<file path="src/rtl/seg_disp_arbiter_pkg.sv">
// rtl/seg_disp_arbiter_pkg.sv - shared constants for the 7-seg display arbiter
package seg_disp_arbiter_pkg;

    localparam int MENU  = 0;
    localparam int CNT   = 1;
    localparam int ALERT = 2;

    localparam logic [1:0] ST_IDLE  = 2'd0;
    localparam logic [1:0] ST_SERVE = 2'd1;
    localparam logic [1:0] ST_GAP   = 2'd2;

    localparam logic [2:0] ALERT_GLYPH = 3'd4;

    // Fixed priority: alert > countdown > menu, result is one-hot.
    function automatic logic [2:0] prio_pick(input logic [2:0] req);
        logic [2:0] pick;
        pick = '0;
        if (req[ALERT])
            pick[ALERT] = 1'b1;
        else if (req[CNT])
            pick[CNT] = 1'b1;
        else if (req[MENU])
            pick[MENU] = 1'b1;
        return pick;
    endfunction

endpackage

</file>
<file path="src/rtl/seg_blink_timer.sv">
// rtl/seg_blink_timer.sv - alert blink generator, restartable in the visible phase
module seg_blink_timer #(
    parameter int BLINK_HALF = 25_000_000
) (
    input  logic clk,
    input  logic rst_n,
    input  logic restart,
    output logic phase
);

    localparam int CW = (BLINK_HALF > 1) ? $clog2(BLINK_HALF) : 1;
    localparam logic [CW-1:0] LAST = CW'(BLINK_HALF - 1);

    logic [CW-1:0] count;
    logic          vis;
    logic          wrap;

    // phase is the visibility the display should show after the coming edge,
    // so the owner can register it straight into its enable output.
    always_comb begin
        wrap  = (count == LAST);
        phase = restart ? 1'b1 : (wrap ? ~vis : vis);
    end

    always_ff @(posedge clk or negedge rst_n) begin
        if (!rst_n) begin
            count <= '0;
            vis   <= 1'b0;
        end else begin
            if (restart || wrap)
                count <= '0;
            else
                count <= count + 1'b1;
            vis <= phase;
        end
    end

endmodule

</file>
<file path="src/rtl/seg_disp_arbiter.sv">
// rtl/seg_disp_arbiter.sv - priority arbiter sharing one 7-seg display among three clients
module seg_disp_arbiter
    import seg_disp_arbiter_pkg::*;
#(
    parameter int HOLD_CYCLES = 1000,
    parameter int BLINK_HALF  = 25_000_000
) (
    input  logic       clk,
    input  logic       rst_n,
    input  logic [2:0] i_req,
    input  logic [2:0] i_op_code,
    input  logic [3:0] i_cnt_val,
    output logic [2:0] o_grant,
    output logic       o_en,
    output logic       o_disp_mode,
    output logic [2:0] o_op_code,
    output logic [3:0] o_digit_val
);

    localparam int HW = (HOLD_CYCLES > 1) ? $clog2(HOLD_CYCLES) : 1;
    localparam logic [HW-1:0] HOLD_LOAD = HW'(HOLD_CYCLES - 1);

    logic [1:0]    state;
    logic [1:0]    state_d;
    logic [2:0]    grant_d;
    logic          load;
    logic          leave;
    logic          restart;
    logic          blink;
    logic [HW-1:0] hold;

    // Every owner change passes through GAP; only IDLE/GAP may issue a grant.
    always_comb begin
        state_d = state;
        grant_d = o_grant;
        load    = 1'b0;
        leave   = 1'b0;
        case (state)
            ST_SERVE: begin
                leave = ((o_grant & i_req) == 3'b000)
                     || (i_req[ALERT] && !o_grant[ALERT])
                     || (o_grant[MENU] && i_req[CNT] && (hold == '0));
                if (leave) begin
                    state_d = ST_GAP;
                    grant_d = '0;
                end
            end
            default: begin
                if (|i_req) begin
                    state_d = ST_SERVE;
                    grant_d = prio_pick(i_req);
                    load    = 1'b1;
                end else begin
                    state_d = ST_IDLE;
                    grant_d = '0;
                end
            end
        endcase
        restart = load && grant_d[ALERT];
    end

    seg_blink_timer #(
        .BLINK_HALF(BLINK_HALF)
    ) u_blink (
        .clk    (clk),
        .rst_n  (rst_n),
        .restart(restart),
        .phase  (blink)
    );

    always_ff @(posedge clk or negedge rst_n) begin
        if (!rst_n) begin
            state       <= ST_IDLE;
            o_grant     <= '0;
            o_en        <= 1'b0;
            o_disp_mode <= 1'b0;
            o_op_code   <= '0;
            o_digit_val <= '0;
            hold        <= '0;
        end else begin
            state   <= state_d;
            o_grant <= grant_d;

            if (load)
                hold <= HOLD_LOAD;
            else if (state == ST_SERVE && hold != '0)
                hold <= hold - 1'b1;

            // Data outputs keep their last values whenever nobody is served.
            if (state_d != ST_SERVE) begin
                o_en <= 1'b0;
            end else if (grant_d[ALERT]) begin
                o_en        <= blink;
                o_disp_mode <= 1'b0;
                o_op_code   <= ALERT_GLYPH;
            end else if (grant_d[CNT]) begin
                o_en        <= 1'b1;
                o_disp_mode <= 1'b1;
                o_digit_val <= i_cnt_val;
            end else begin
                o_en        <= 1'b1;
                o_disp_mode <= 1'b0;
                o_op_code   <= i_op_code;
            end
        end
    end

endmodule

</file>
<file path="config.mk">
export PLATFORM = sky130hd
export DESIGN_NAME = seg_disp_arbiter
export DESIGN_NICKNAME = d
export VERILOG_FILES = /design/src/rtl/seg_disp_arbiter_pkg.sv /design/src/rtl/seg_blink_timer.sv /design/src/rtl/seg_disp_arbiter.sv
export SDC_FILE = /design/constraint.sdc
export NUM_CORES = 1
export LEC_CHECK = 0
export CAP_MARGIN = 20
export CORE_AREA = 2 2 108 79
export DETAILED_ROUTE_END_ITERATION = 6
export DIE_AREA = 0 0 110 81
export PLACE_DENSITY_LB_ADDON = 0.3
export SLEW_MARGIN = 15
export SYNTH_ARGS = -nofsm -noshare
export SYNTH_HDL_FRONTEND = slang
export SYNTH_SLANG_ARGS = --single-unit
export TNS_END_PERCENT = 100
</file>
<file path="constraint.sdc">
create_clock -name clk -period 2.4 [get_ports clk]
set_input_delay 0.36 -clock clk [delete_from_list [all_inputs] [get_ports clk]]
set_output_delay 0.36 -clock clk [all_outputs]
set_load 0.05 [all_outputs]
</file>
After elaboration in Yosys (flattened, before gate mapping)
Cells that the tools add are included.

storage, ports and cells
  bits in registers = 50
  input port bits = 12
  word-level logic and storage cells = 61

operators by class
  add/sub/neg operators = 2
  eq/ne operators = 5
  mux-type cells = 24
  bitwise operators = 4
  reduce and logical (&&, ||, !) cells = 16

operator list
  kind                                                                     number
  25-bit by 1-bit adder with 25-bit output, second input constant          1
  25-bit equality test, second input constant                              1
  25-bit 2-to-1 mux                                                        1
  10-bit 2-to-1 mux                                                        2
  3-bit 2-to-1 mux                                                         5
  1-bit 2-to-1 mux                                                         13
  10-bit logical NOT                                                       1
  10-bit nonzero test                                                      1
  10-bit by 1-bit subtractor with 10-bit output, second input constant     1
  2-bit 2-to-1 mux                                                         3
  1-bit logical AND                                                        5
  2-bit by 1-bit inequality test with 1-bit output, second input constant  2
  3-bit AND                                                                1
  3-bit logical NOT                                                        1
  1-bit logical OR                                                         3
  1-bit inverter                                                           3
  3-bit AND reduction                                                      1
  3-bit OR reduction                                                       1
  2-bit by 1-bit equality test with 1-bit output, second input constant    1
  2-bit inequality test, second input constant                             1
  2-bit AND reduction                                                      1
  2-bit nonzero test                                                       1
  1-bit logical NOT                                                        1

Longest topological paths before layout
Gate-level depths: netlist (run 1).

  depth in word-level cells = 10
  gate-level depth with buffers = 8
  gate-level depth less buffers = 8

Cells and area by module
A second synthesis (run 1) with hierarchy kept.

second synthesis, totals
  cells, all modules = 254
  area, all modules = 2560.0 um^2

modules (own cells, without submodules)
  module            times used  cells each  area each (um^2)  sequential area each (um^2)
  seg_blink_timer   1           140         1331.3            650.6
  seg_disp_arbiter  1           114         1228.7            600.6

Worst setup path after synthesis (run 1)
No wires, ideal clock.

  path type = flip-flop to flip-flop
  start = reg hold[0]
  end = reg o_digit_val[0]
  data arrival time = 2115 ps
  required time = 2275 ps
  slack = 160 ps
  cell stages (with the launch flop) = 9
  period minus slack after synthesis = 2240 ps
  cell sequence = dfrtp_1 -> inv_1 -> ha_1 -> or4b_1 -> nor4_4 -> a2bb2oi_2 -> inv_2 -> nand2b_4 -> mux2_4

between the ends
  elaborated cells on any way between the ends = 11

RTL lines
  item                                  line                    source
  from (decl)                           seg_disp_arbiter.sv:30  logic [HW-1:0] hold;
  from (signal assigned)                seg_disp_arbiter.sv:87  hold <= hold - 1'b1;
  10-bit logical NOT                    seg_disp_arbiter.sv:42  || (o_grant[MENU] && i_req[CNT] && (hold == '0));
  1-bit logical AND                     seg_disp_arbiter.sv:42
  1-bit logical OR                      seg_disp_arbiter.sv:42
  3-bit 2-to-1 mux                      seg_disp_arbiter.sv:43  if (leave) begin
  3-bit 2-to-1 mux                      seg_disp_arbiter.sv:38  case (state)
  net grant_d[1]                        seg_disp_arbiter.sv:25  logic [2:0] grant_d;
  3-bit AND reduction (no source line)  --
  to (signal assigned)                  seg_disp_arbiter.sv:99  o_digit_val <= i_cnt_val;
  to (decl)                             seg_disp_arbiter.sv:17  output logic [3:0] o_digit_val

The timed path passes the listed nets, and every way through them passes these cells. The select of a mux whose other input is x is not followed.
A chain may end at the register's enable or synchronous reset.

Final worst setup path (run 1)
  start = reg hold[0]
  end = reg o_digit_val[2]

Same word-level chain as after synthesis.

==> impl_metrics.env, run 1 <==
export IMPL_status="completed"
export IMPL_critPathRequiredTime_ps=2590
export IMPL_slowest_delay_ps=520
export IMPL_max_freq_mhz=443
export IMPL_finClkSkew_ps=13.4
export IMPL_critPathMaxFanout=5
export IMPL_fin_crit_ps=2260
export IMPL_syn_instance_count=234
export IMPL_cts_root_buffer="clkbuf_8"
export IMPL_relSlewSlack=0.572
export IMPL_crit_path_top_delay_cell="or4b_1"
export IMPL_synth_top_area_share=0.524
export IMPL_rsz0062_at_grt="no"
export IMPL_tightest_slew_ps=641
export IMPL_combinationalPowerShare=0.408
export IMPL_peakVddDrop_mv=0.593
export IMPL_ant_nets=0
export IMPL_ys_types=39
export IMPL_hold_class="in -> async"
export IMPL_die_h_um=81
export IMPL_synthFlopType="dfrtp_1"
export IMPL_die_area_um2=8910
export IMPL_final_setup_tns_ps=0
export IMPL_antenna_found_initial=0
export IMPL_synth_async_sr_flop_share=1.00
export IMPL_grt_max_degree=51
export IMPL_synth_edf_count=0
export IMPL_syn_nets=249
export IMPL_r2r_end="o_digit_val[2]"
export IMPL_p_per_area_nw_per_um2=941
export IMPL_power_switching_w=0.00108
export IMPL_period_share=0.942
export IMPL_slew_viol_final=0
export IMPL_start_util=0.298
export IMPL_dp_hpwl_um=3240
export IMPL_fin_nets=286
export IMPL_wire_per_inst_um=12.3
export IMPL_clk_latency_ps=310
export IMPL_grt_pass1_wl_um=7850
export IMPL_final_cells=377
export IMPL_grt_usage=0.112
export IMPL_hold_ws_ps=155
export IMPL_h_tree_depth=2
export IMPL_final_core_util=0.363
export IMPL_syn_area_per_cell_um2=10.2
export IMPL_coreArea_um2=8020
export IMPL_r2r_start="hold[0]"
export IMPL_crit_path_start_kind="register"
export IMPL_cts_buffers=5
export IMPL_place_area_um2=2820
export IMPL_cts_tree="yes"
export IMPL_cp_end_kind="register"
export IMPL_cts_resized=0
export IMPL_overflow=0
export IMPL_path_delay_family="simple AND/OR/NAND/NOR gates"
export IMPL_crit_chain="inv_1 > ha_1 > or4b_1 > nor4_4 > a2bb2oi_2 > inv_2 > nand2b_4 > mux2_4"
export IMPL_clkPwrFrac=0.193
export IMPL_cts_buffer_depth=2
export IMPL_drc=0
export IMPL_grt_pass1_vias=1692
export IMPL_io_pins=24
export IMPL_clk_pin_slew_ps=90
export IMPL_yosys_area_top_type="dfrtp_1"
export IMPL_drive_above_1_share=0.121
export IMPL_gp_congestion=0.798
export IMPL_via_per_inst=4.68
export IMPL_critPathCapture="o_digit_val[2]"
export IMPL_crit_type="reg -> reg"
export IMPL_synth_seq_cells=50
export IMPL_setup_viol=0
export IMPL_r2r_slack_ps=140
export IMPL_ys_top_cells_by_count="50 x dfrtp_1, 37 x nor2_1, 21 x nand2_1, 21 x xor2_1, 16 x nand3_1"
export IMPL_drt_iter0_markers=77
export IMPL_path_depth=8
export IMPL_num_rows=28
export IMPL_vias=1766
export IMPL_maxCapViolations=0
export IMPL_holdBufCountCts=0
export IMPL_dp_cells=369
export IMPL_die_w_um=110
export IMPL_finalHoldViolations=0
export IMPL_synth_area_top_cells="dfrtp_1 52%, xor2_1 7.7%, nor2_1 5.8%"
export IMPL_p_leak_nw=1.24
export IMPL_cp_startpoint="hold[0]"
export IMPL_synth_yosys_seq_area_share=0.524
export IMPL_cts_setup_buffers=0
export IMPL_io_buffers=23
export IMPL_area_growth_pct=22.0
export IMPL_routed_wl_um=4650
export IMPL_antenna_cells=0
export IMPL_netlist_area_um2=2390
export IMPL_yosysWarnings=0
export IMPL_p_int_w=0.00166
export IMPL_crit_arrival_ps=2450
export IMPL_stdcell_area_um2=2920
export IMPL_swShare=0.394
export IMPL_r2r_cells=8
export IMPL_first_pass_iters=4
export IMPL_nFillCells=782
export IMPL_critPathBufInv=2
export IMPL_cts_sinks=50
export IMPL_synth_most_common_cell="dfrtp_1"
export IMPL_seqPwrFrac=0.398
-- flip-flops by register name, indices dropped and copies added (netlist names) --
signal and count:
state 2, o_digit_val 4, u_blink.vis 1, u_blink.count 25
o_grant 3, o_op_code 3, o_en 1, hold 10
o_disp_mode 1
-- kinds of logic after synthesis --
group	share of synthesized area
AO/OA/AOI/OAI	0.0581
XOR/XNOR	0.110
adder cells (fa/ha/maj)	0.0157
buffers and inverters	0.0178
flip-flops	0.524
multiplexers	0.0251
AND/OR/NAND/NOR	0.250
-- final cells by class --
cell class                      instances  area [um2]  share of cell area
Clock buffer                            6        82.6              0.0283
Inverter                                6        22.5             0.00773
Tap cell                              105         131              0.0451
Sequential cell                        50        1250               0.429
Multi-Input combinational cell        173        1100               0.376
Clock inverter                          2        16.3             0.00558
Timing Repair Buffer                   35         315               0.108
-- worst min-delay path by stage --
stage                 from             end  slack, ps  depth (start not counted)
6_report             rst_n    o_op_code[2]        160                          2
5_1_grt              rst_n      o_grant[1]        210                          2
4_1_cts              rst_n  o_digit_val[3]        180                          2
3_5_place_dp   o_disp_mode     o_disp_mode        480                          2
3_3_place_gp   o_disp_mode     o_disp_mode        470                          2
2_1_floorplan        rst_n         hold[0]         60                          0
-- power by group through the flow --
stage | clock (W) | combinational, W | sequential [W]
after floorplan | 0 | 0.000463 | 0.00139
after global routing | 0.000586 | 0.00123 | 0.00111
after CTS | 0.000556 | 0.00113 | 0.00110
after global placement | 0 | 0.00112 | 0.00111
after detailed placement | 0 | 0.00113 | 0.00111
final | 0.000531 | 0.00112 | 0.00109
-- cells in the final DEF (no fill, tap or decap), drive strengths merged, types with 2 or more instances in the layout --
master,count
nand3,16
nor2b,2
and3,4
ha,3
nand2,21
dfrtp,50
nor4b,2
xor2,21
nand2b,3
xnor2,9
mux2,4
nor4,8
clkbuf,6
o21ai,4
inv,7
o21a,2
clkdlybuf4s50,22
a21oi,6
a22o,2
nor3,9
nor2,37
buf,13
nand4,9
-- metrics by stage --
| stage | power (W) | worst slack, ps |
|---|---|---|
| 6_report | 0.00274 | 140 |
| 5_1_grt | 0.00293 | 34.2 |
| 4_1_cts | 0.00278 | 46.9 |
| 3_5_place_dp | 0.00224 | 48.3 |
| 3_3_place_gp | 0.00223 | 79.7 |
| 2_1_floorplan | 0.00186 | 160 |
-- per-layer routing --
metal | vias to the layer above | global-route usage | wire (um)
met4 | 0 | 0.0342 | 44
met2 | 25 | 0.164 | 1860
li1 | 881 | - | -
met3 | 5 | 0.0201 | 178
met5 | - | 0 | 0
met1 | 855 | 0.166 | 2560
Note: power is estimated with default switching activity, not from simulation.
==> run 2: changes to the inputs <==
- ABC_CLOCK_PERIOD_IN_PS: unset -> 2400
==> results of run 2 <==
Final layout, timing and power as in run 1 (identical DEF).
==> run 3: changes to the inputs <==
- CORE_AREA: 2 2 108 79 -> 2 2 112 82
- DIE_AREA: 0 0 110 81 -> 0 0 114 84
- SYNTH_HIERARCHICAL: unset -> 1
==> impl_metrics.env, run 3 <==
export IMPL_status="completed"
export IMPL_die_area_um2=9580
export IMPL_path_depth=4
export IMPL_ant_nets=0
export IMPL_antenna_cells=0
export IMPL_period_share=0.941
export IMPL_cts_sinks=50
export IMPL_largest_register="u_blink/count"
export IMPL_grt_pass1_vias=1914
export IMPL_reg_top3="u_blink/count x25, hold x10, o_digit_val x4"
export IMPL_grt_pass1_wl_um=9250
export IMPL_setup_viol=0
export IMPL_critPathCapture="o_digit_val[2]"
export IMPL_mostFrequentLayoutCells="50 x dfrtp_1, 22 x clkdlybuf4s50_1, 20 x nor2_1"
export IMPL_tightest_slew_ps=614
export IMPL_cts_tree="yes"
export IMPL_r2r_start="hold[3]"
export IMPL_routed_wl_um=5490
export IMPL_r2r_end="o_digit_val[2]"
export IMPL_clk_latency_ps=280
export IMPL_crit_type="reg -> reg"
export IMPL_place_area_um2=2990
export IMPL_crit_chain="or4_1 > or3_4 > a41oi_4 > mux2_2"
export IMPL_coreArea_um2=8640
export IMPL_p_leak_nw=1.23
export IMPL_fin_nets=305
export IMPL_netlist_area_um2=2560
export IMPL_synth_area_top_cells="dfrtp_1 49%, or3_1 3.9%, nor2_1 2.9%"
export IMPL_critPathMaxFanout=6
export IMPL_synth_top_area_share=0.489
export IMPL_drc=0
export IMPL_max_freq_mhz=443
export IMPL_wire_per_inst_um=13.8
export IMPL_relSlewSlack=0.586
export IMPL_critPathRequiredTime_ps=2570
export IMPL_stdcell_area_um2=3170
export IMPL_cts_setup_buffers=0
export IMPL_slowest_delay_ps=570
export IMPL_synthFlopType="dfrtp_1"
export IMPL_p_per_area_nw_per_um2=959
export IMPL_fin_crit_ps=2260
export IMPL_synth_yosys_seq_area_share=0.489
export IMPL_overflow=0
export IMPL_drive_above_1_share=0.117
export IMPL_min_path_cells=1
export IMPL_syn_area_per_cell_um2=10.1
export IMPL_start_util=0.296
export IMPL_finalHoldViolations=0
export IMPL_io_buffers=23
export IMPL_synth_seq_cells=50
export IMPL_rsz0062_at_grt="no"
export IMPL_gp_congestion=0.735
export IMPL_yosys_area_top_type="dfrtp_1"
export IMPL_ys_types=48
export IMPL_num_rows=29
export IMPL_largest_reg_flops=25
export IMPL_hold_class="reg -> reg"
export IMPL_cts_buffers=5
export IMPL_peakVddDrop_mv=0.584
export IMPL_r2r_cells=4
export IMPL_power_w=0.00304
export IMPL_die_w_um=114
export IMPL_maxCapViolations=0
export IMPL_drt_iter0_markers=78
export IMPL_cts_buffer_depth=2
export IMPL_grt_max_degree=26
export IMPL_crit_arrival_ps=2420
export IMPL_final_setup_tns_ps=0
export IMPL_io_pins=24
export IMPL_ys_top_cells_by_count="50 x dfrtp_1, 20 x nor2_1, 16 x or3_1, 15 x o21ai_0, 14 x inv_1"
export IMPL_first_pass_iters=4
export IMPL_finClkSkew_ps=4.67
export IMPL_crit_path_start_kind="register"
export IMPL_yosysWarnings=6
export IMPL_vias=2008
export IMPL_final_common_cell="dfrtp_1"
export IMPL_cp_startpoint="hold[3]"
export IMPL_crit_path_top_delay_cell="or4_1"
export IMPL_slew_viol_final=0
export IMPL_cp_end_kind="register"
export IMPL_grt_usage=0.119
export IMPL_syn_nets=269
export IMPL_synth_async_sr_flop_share=1.00
export IMPL_synth_edf_count=0
export IMPL_h_tree_depth=2
export IMPL_via_per_inst=5.05
export IMPL_cts_resized=0
export IMPL_synth_most_common_cell="dfrtp_1"
export IMPL_clk_pin_slew_ps=60
export IMPL_path_delay_family="simple AND/OR/NAND/NOR gates"
export IMPL_nFillCells=873
export IMPL_die_h_um=84
export IMPL_syn_instance_count=254
export IMPL_dp_hpwl_um=3940
export IMPL_antenna_found_initial=0
export IMPL_area_growth_pct=23.8
export IMPL_critPathBufInv=0
export IMPL_r2r_slack_ps=140
export IMPL_cts_root_buffer="clkbuf_16"
run 3: where the power goes:
group          internal [W]  switching (W)
Sequential         0.000994       0.000122
Clock              0.000514       0.000282
Combinational      0.000426       0.000700
run 3: timing repair:
| action | in CTS | in global routing |
|---|---|---|
| hold buffers | 1 | 0 |
| hold endpoints to repair | 12 | 0 |
| setup endpoints to repair | 0 | 0 |
run 3: through the flow:
| step | hold WS (ps) | util | setup slack, ps | instances |
|---|---|---|---|---|
| floorplan | 64.4 | - | 252 | 254 |
| global placement | 276 | 0.346 | 125 | 390 |
| detailed placement | 278 | 0.346 | 80.5 | 390 |
| CTS | 487 | 0.367 | 140 | 398 |
| global route | 514 | 0.367 | 102 | 398 |
| finish | 483 | 0.367 | 141 | 398 |
run 3: worst min-delay path by stage:
| stage | start | endpoint |
|---|---|---|
| 2_1_floorplan | rst_n | hold[0] |
| 3_3_place_gp | rst_n | u_blink/count[13] |
| 3_5_place_dp | rst_n | u_blink/count[13] |
| 4_1_cts | u_blink/count[0] | u_blink/count[0] |
| 5_1_grt | u_blink/count[0] | u_blink/count[0] |
| 6_report | u_blink/count[0] | u_blink/count[0] |
run 3: kinds of logic after synthesis:
kind of cell	count (synthesis)	synth area share
buf+inv	22	0.0367
flops	50	0.489
fa+ha+maj	3	0.0147
xor+xnor	12	0.0411
compound gates	57	0.159
mux	6	0.0254
simple gates	104	0.234
run 3: per-layer routing:
layer  track usage  vias up  wire (um)
met5             0        -          0
met4        0.0355        0         57
met3        0.0261        5        207
met2         0.173       31       2360
met1         0.178      949       2870
li1              -     1023          -
run 3: layout make-up:
type,count,area (um2),share of cell area
Sequential cell,50,1250,0.395
Multi-Input combinational cell,182,1210,0.383
Timing Repair Buffer,37,345,0.109
Clock buffer,6,139,0.0438
Tap cell,108,135,0.0427
Inverter,14,52.6,0.0166
Clock inverter,1,30.0,0.00948
run 3: worst register-to-register path: stages (launching register included):
cell	delay (ps)
dfrtp_1	420
or4_1	580
or3_4	450
a41oi_4	320
mux2_2	380
